### config.mk
export PLATFORM = sky130hd
export DESIGN_NAME = cache_refill_ctrl
export DESIGN_NICKNAME = d
export VERILOG_FILES = /design/src/rtl/cache_refill_ctrl.sv
export SDC_FILE = /design/constraint.sdc
export NUM_CORES = 1
export LEC_CHECK = 0
export ABC_AREA = 1
export BUFFER_PORTS_ARGS = -buffer_cell sky130_fd_sc_hd__buf_4
export CAP_MARGIN = 20
export CORE_ASPECT_RATIO = 0.6
export CORE_UTILIZATION = 58
export DETAILED_ROUTE_END_ITERATION = 8
export GPL_TIMING_DRIVEN = 0
export MAX_ROUTING_LAYER = met4
export PLACE_DENSITY = 0.85
export REMOVE_ABC_BUFFERS = 1
export SLEW_MARGIN = 5
export SYNTH_ARGS = -nofsm -noshare
export SYNTH_HDL_FRONTEND = slang
export SYNTH_SLANG_ARGS = --single-unit
### constraint.sdc
create_clock -name clk -period 4.3 [get_ports clk]
set_input_delay 0.645 -clock clk [delete_from_list [all_inputs] [get_ports clk]]
set_output_delay 0.645 -clock clk [all_outputs]
set_load 0.05 [all_outputs]
### src/rtl/cache_refill_ctrl.sv
// cache_refill_ctrl: fetches a missing cache block, writing back a dirty victim first
module cache_refill_ctrl #(
   parameter int BLOCK_WORDS = 8
) (
   input  logic                             clk,
   input  logic                             reset,
   input  logic                             miss_valid,
   output logic                             miss_ready,
   input  logic [31:0]                      miss_addr,
   input  logic                             victim_dirty,
   input  logic [31:0]                      victim_addr,
   input  logic [32*BLOCK_WORDS-1:0]        victim_data,
   output logic                             refill_we,
   output logic [$clog2(BLOCK_WORDS)-1:0]   refill_idx,
   output logic [31:0]                      refill_data,
   output logic                             refill_done,
   output logic                             busy,
   output logic                             mem_req,
   output logic                             mem_we,
   output logic [31:0]                      mem_addr,
   output logic [31:0]                      mem_wdata,
   input  logic                             mem_ack,
   input  logic [31:0]                      mem_rdata
);
   localparam int IW = $clog2(BLOCK_WORDS);
   localparam logic [2:0] IDLE = 3'd0, WB = 3'd1, RD = 3'd2, FILL = 3'd3, DONE = 3'd4;
   localparam logic [IW-1:0] LAST = IW'(BLOCK_WORDS - 1);
   logic [2:0]                state;
   logic [IW-1:0]             cnt, nxt;
   logic [29-IW:0]            miss_tag, vic_tag;
   logic [32*BLOCK_WORDS-1:0] vic_data;
   logic                      last, rd_ack;
   assign nxt         = cnt + IW'(1);
   assign last        = cnt == LAST;
   assign rd_ack      = state == RD && mem_ack;
   assign miss_ready  = state == IDLE;
   assign busy        = state != IDLE;
   assign refill_done = state == DONE;
   // Sequence the writeback and read bursts; every memory-side output is a register held until its ack
   always_ff @(posedge clk or negedge reset)
      if (!reset) begin
         state     <= IDLE;
         cnt       <= '0;
         miss_tag  <= '0;
         vic_tag   <= '0;
         vic_data  <= '0;
         mem_req   <= 1'b0;
         mem_we    <= 1'b0;
         mem_addr  <= '0;
         mem_wdata <= '0;
      end else begin
         case (state)
            IDLE: if (miss_valid) begin
               miss_tag  <= miss_addr[31:IW+2];
               vic_tag   <= victim_addr[31:IW+2];
               vic_data  <= victim_data;
               cnt       <= '0;
               mem_req   <= 1'b1;
               mem_we    <= victim_dirty;
               mem_addr  <= victim_dirty ? {victim_addr[31:IW+2], (IW+2)'(0)} : {miss_addr[31:IW+2], (IW+2)'(0)};
               mem_wdata <= victim_data[31:0];
               state     <= victim_dirty ? WB : RD;
            end
            WB: if (mem_ack) begin
               cnt       <= last ? '0 : nxt;
               mem_we    <= !last;
               mem_addr  <= last ? {miss_tag, (IW+2)'(0)} : {vic_tag, nxt, 2'b00};
               mem_wdata <= vic_data[{nxt, 5'd0} +: 32];
               state     <= last ? RD : WB;
            end
            RD: if (mem_ack) begin
               cnt      <= nxt;
               mem_req  <= !last;
               mem_addr <= last ? mem_addr : {miss_tag, nxt, 2'b00};
               state    <= last ? FILL : RD;
            end
            FILL:    state <= DONE;
            default: state <= IDLE;
         endcase
      end
   // Each read ack becomes exactly one cache-line write strobe in the following cycle
   always_ff @(posedge clk or negedge reset)
      if (!reset) begin
         refill_we   <= 1'b0;
         refill_idx  <= '0;
         refill_data <= '0;
      end else begin
         refill_we <= rd_ack;
         if (rd_ack) begin
            refill_idx  <= cnt;
            refill_data <= mem_rdata;
         end
      end
endmodule

Word level (Yosys, flattened, before mapping)
Index checks and enable logic that the tools add are counted.

Register bits after elaboration: 418. Input port bits: 357. Output and inout port bits: 105. Word-level logic and storage cells: 63.

Add/sub/neg operators: 1. Equality and inequality tests: 9. Shift operators: 1. Muxes and demuxes: 27. Reductions and logical operators: 13.

Operators with widths (count): 32-bit two-way mux (8); 256-bit by 9-bit indexed part select with 32-bit output (1); 32-bit case mux with 3 select lines (1); 32-bit case mux with 2 select lines (1); 3-bit two-way mux (7); 3-bit case mux with 4 select lines (1); 3-bit case mux with 3 select lines (1); 3-bit AND reduction (3); 2-bit inequality test (second input constant) (4); 3-bit by 2-bit equality test with 1-bit output (second input constant) (2); 3-bit equality test (second input constant) (2); 3-bit nonzero test (2); 5-bit AND reduction (1); 1-bit two-way mux (4); 2-bit two-way mux (2); 1-bit case mux with 2 select lines (2); 4-bit AND reduction (1); 2-bit nonzero test (2); 3-bit by 1-bit adder with 3-bit output (second input constant) (1); 3-bit by 1-bit equality test with 1-bit output (second input constant) (1); 3-bit logical NOT (1); 2-bit AND reduction (1); 1-bit logical AND (1); 1-bit logical NOT (1).

Longest topological paths before layout
Depth in word-level cells: 4. Depth in mapped cells: 11. Gate-level depth less buffers: 9.

Worst setup path before layout
No wires, ideal clock.

Path type: register -> output. Start point: register state[1]. End point: output port refill_done. Arrival: 1.519 ns. Required time: 3.655 ns. Setup slack: 2.136 ns. Stages on the path, launching flop included: 2. Path buffers: 0. Cell sequence: dfrtp_1 > nor3_1.

Longest elaborated chain between the ends: 1.

Ends and longest elaborated chain: start, declared (RTL line 28) `logic [2:0] state;`; start signal, assigned (RTL line 62) `state <= victim_dirty ? WB : RD;`; start signal, assigned (RTL line 69) `state <= last ? RD : WB;`; start signal, assigned (RTL line 75) `state <= last ? FILL : RD;`; 3-bit equality test (RTL line 38) `assign refill_done = state == DONE;`; end, declared (RTL line 16) `output logic refill_done,`.

Every way passes these cells.

Final worst setup path
Start point: register cnt[0]. End point: register mem_addr[3].

Longest elaborated chain between the ends: 4. Elaborated cells between the ends (all ways): 9. Classes of those cells: add/sub (1); eq/ne (2); mux (5); reduce/logical (1).

Ends and longest elaborated chain: start, declared (RTL line 29) `logic [IW-1:0] cnt, nxt;`; start signal, assigned (RTL line 65) `cnt <= last ? '0 : nxt;`; start signal, assigned (RTL line 72) `cnt <= nxt;`; 3-bit by 1-bit adder with 3-bit output / 3-bit equality test (equally long branches) (RTL line 33, 34); 32-bit two-way mux (on tied branches) (RTL line 74, 67); 32-bit two-way mux (on tied branches) (RTL line 71, 64); 32-bit case mux with 3 select lines (RTL line 52) `case (state)`; end signal, assigned (RTL line 60) `mem_addr <= victim_dirty ? {victim_addr[31:IW+2], (IW+2)'(0)} : {miss_addr[31:IW+2], (IW+2)'(0)};`; end signal, assigned (RTL line 67) `mem_addr <= last ? {miss_tag, (IW+2)'(0)} : {vic_tag, nxt, 2'b00};`; end signal, assigned (RTL line 74) `mem_addr <= last ? mem_addr : {miss_tag, nxt, 2'b00};`; end, declared (RTL line 20) `output logic [31:0] mem_addr,`.

Several ways; a longest one is shown, not always the timed one. The select of a mux whose other input is x is not followed. A chain may end at the register's enable or synchronous reset.

==> impl_results.md <==
- Status: complete, no violations
- Slew margin rel.: 0.2583
- Post-Place Cell Area: 23,090 um^2
- M3 GR Usage: 0.08494
- Max VDD drop: about 0.00061 V
- Final-report setup violation count: 0
- Synthesized area: 19,550 um^2
- Distinct cells, synth: 25
- Synth warn: 0
- Post-route ant nets: 0
- Finished Cell Area: around 24,000 um^2
- Crit Path Category: reg -> reg
- RSZ-0062 raised after global routing: no
- Post-route insts no fill: 3,407
- Combinational share of power: 0.505
- Routed len/inst: around 17 um
- Post-CTS setup buffer count: 0
- Yosys top cell area share: 0.5324
- Number of synthesized register bits: approximately 420
- 1st-iter DRT viols: roughly 1,800
- Layout overhead on the synthesized area: 24.80%
- Dpl ws: around 770 ps
- Internal: roughly 11,000 uW
- CTS tree: done
- Die X-Extent: between 200 and 250 um
- Grt met1 use: 0.4363
- Clk buf depth: 3
- Pwr Density: between 800 and 900 nW/um^2
- Worst setup EP type: flip-flop
- I/O pin total: approximately 460
- Clock Power Share: 0.172
- H-tree depth: 2
- Arr. time, crit path: just over 4000 ps
- Clock sink count: 416
- HP Class: in -> async
- Via Count: ~18,000
- RR Startpoint: cnt[0]
- CP Launch Point: cnt[0]
- FMAX: about 280 MHz
- Die Y: 144.2 um
- Critical Path Fanout Max: between 60 and 70
- Slew Viols, Final: 0
- Minimum clock period: roughly 3600 ps
- Final hold vios: 0
- Dpl cells: ~3,300
- Number of antenna violations at the first check in global routing: 7
- Mean Syn Cell Area: ~7.6 um^2
- Vias per cell: 5.374
- Met2 track demand over resource: 0.5308
- DRT Pass-1 Iters: 5
- Worst setup margin: between 700 and 800 ps
- Share of cells above drive strength 1: 0.1855
- Global route hottest layer: met2
- Worst Clk Skew: slightly below 10 ps
- Worst Max-Slew Pin Slew: ~1100 ps
- Reg power frac: 0.323
- Largest net degree at the start of global routing: between 200 and 300
- Number of hold buffers added after CTS: 0
- Clk root buf: clkbuf_16
- Fin crit share: 0.8274
- Worst-Skew Late Latency: between 500 and 600 ps
- Maximum Capacitance Violations: 0
- DR DRC count: 0
- Cell taking the most area after synthesis: dfrtp_1
- Clock-pin slew on the worst setup and hold paths: 70 ps
- Largest cells by area after synthesis: dfrtp_1 53%, nand2_1 19%, o21ai_0 7.9%, nand3_1 6.4%, inv_1 6.2%
- Detailed-route wire length: slightly below 60,000 um
- Data required time of the worst path: 4770 ps
- First-pass GRT wire length: about 91,000 um
- Row count: 51
- Worst Setup Start Kind: flip-flop
- # resized after CTS: 0
- Die ar.: 34,470 um^2
- Switching pwr: ~9600 uW
- Seq/Total Area, Yosys: 0.5324
- Pleak: about 0.013 uW
- Switch share: 0.4654
- Core Area: about 33,000 um^2
- Initial Util: 0.5961
- Final nets: 3,284
- Fillers: roughly 2,400
- Overflow after GRT: 0
- Aggregate global-route resource usage: 0.3466
- Synth Instances: ~2,600
- Placer Congestion: approximately 0.86
- Vias in the first global route: 18,030
- Num CTS Buffers: 40
- Hpwl dp: approximately 37,000 um
- Buffers on Ports: 449
critical path, cell delays in order (launching register included):
cell	delay (ps)
dfrtp_4	770
buf_16	320
ha_2	250
ha_1	320
nand2_1	170
nand3_2	600
inv_2	780
nand2_1	120
nand2_1	110
Yosys cell counts, drive strengths merged:
cell,count
o211ai,1
nand2,1022
a31oi,2
ha,3
nand3,251
clkbuf,44
a21oi,40
nor3,2
conb,1
or2,1
nor2,43
inv,328
buf,113
dfrtp,416
o21ai,309
metrics by stage:
step,hold slack [ps],total power (uW),setup TNS (ps),utilization
2_1_floorplan,349.4,13400,-36690,-
3_3_place_gp,461.9,16540,-989410,0.6922
3_5_place_dp,465.1,16910,0,0.7040
4_1_cts,210.7,20560,0,0.7433
5_1_grt,231.3,22030,0,0.7439
6_report,180.2,20620,0,0.7440
sequential cells by signal, summed over array words and instances (netlist names):
name,flops
vic_tag,27
state,3
mem_addr,30
mem_req,1
cnt,3
vic_data,256
mem_we,1
mem_wdata,32
refill_idx,3
refill_data,32
refill_we,1
miss_tag,27
layer usage:
layer / share of wire / up-vias
li1: - / 8621
met1: 0.39 / 8581
met2: 0.46 / 913
met3: 0.10 / 194
met4: 0.047 / 0
met5: 0 / -
final timing paths:
| path | slack [ps] | cells after the start | to |
|---|---|---|---|
| hold reg to reg | 480 | 2 | vic_tag[2] |
| min in group clk | 300 | 3 | refill_data[18] |
| setup / recovery | 740 | 8 | mem_addr[3] |
| hold / removal | 180 | 1 | vic_data[225] |
| setup reg to reg | 740 | 8 | mem_addr[3] |
| max in group asynchronous | 2590 | 3 | mem_addr[18] |
kinds of logic (layout without fill, tap and decap cells):
logic type / count (synthesis) / in the layout / synth area share
other: 1 / 10 / 0.0001918
flip-flops: 416 / 416 / 0.5324
adder cells (fa/ha/maj): 3 / 3 / 0.001920
AO/OA/AOI/OAI: 352 / 352 / 0.09036
AND/OR/NAND/NOR: 1319 / 1319 / 0.2716
buffers and inverters: 485 / 857 / 0.1035
placed cells by master, fill, tap and decap left out, types with 4 or more instances in the layout:
cell and n:
buf_4 448, clkbuf_1 6, o21ai_0 307, inv_1 318, diode_2 8, nand2_2 5
nand2_1 1015, a21oi_1 40, clkbuf_16 41, nand3_1 250, dfrtp_1 415, clkbuf_8 6
buf_12 4, nor2_1 40, inv_2 6, buf_16 9, clkinv_2 7
power groups by stage:
stage | sequential, uW | clock [uW] | combinational [uW]
floorplan | 8040 | 0 | 5360
global route | 6830 | 3740 | 11500
detailed placement | 6680 | 0 | 10200
CTS | 6630 | 3580 | 10300
global placement | 6720 | 0 | 9820
finish | 6660 | 3540 | 10400
layout make-up:
type	count	area, um^2	area share
flip-flops and latches	416	10410	0.4268
multi-input cells	1676	7151	0.2930
repair buffers	462	3706	0.1519
inverters	328	1257	0.05153
clock buffers	53	1131	0.04635
well taps	450	563.0	0.02307
clock inverters	14	158.9	0.006512
diodes	8	20.02	0.0008204
Note: power is estimated with default switching activity, not from simulation.
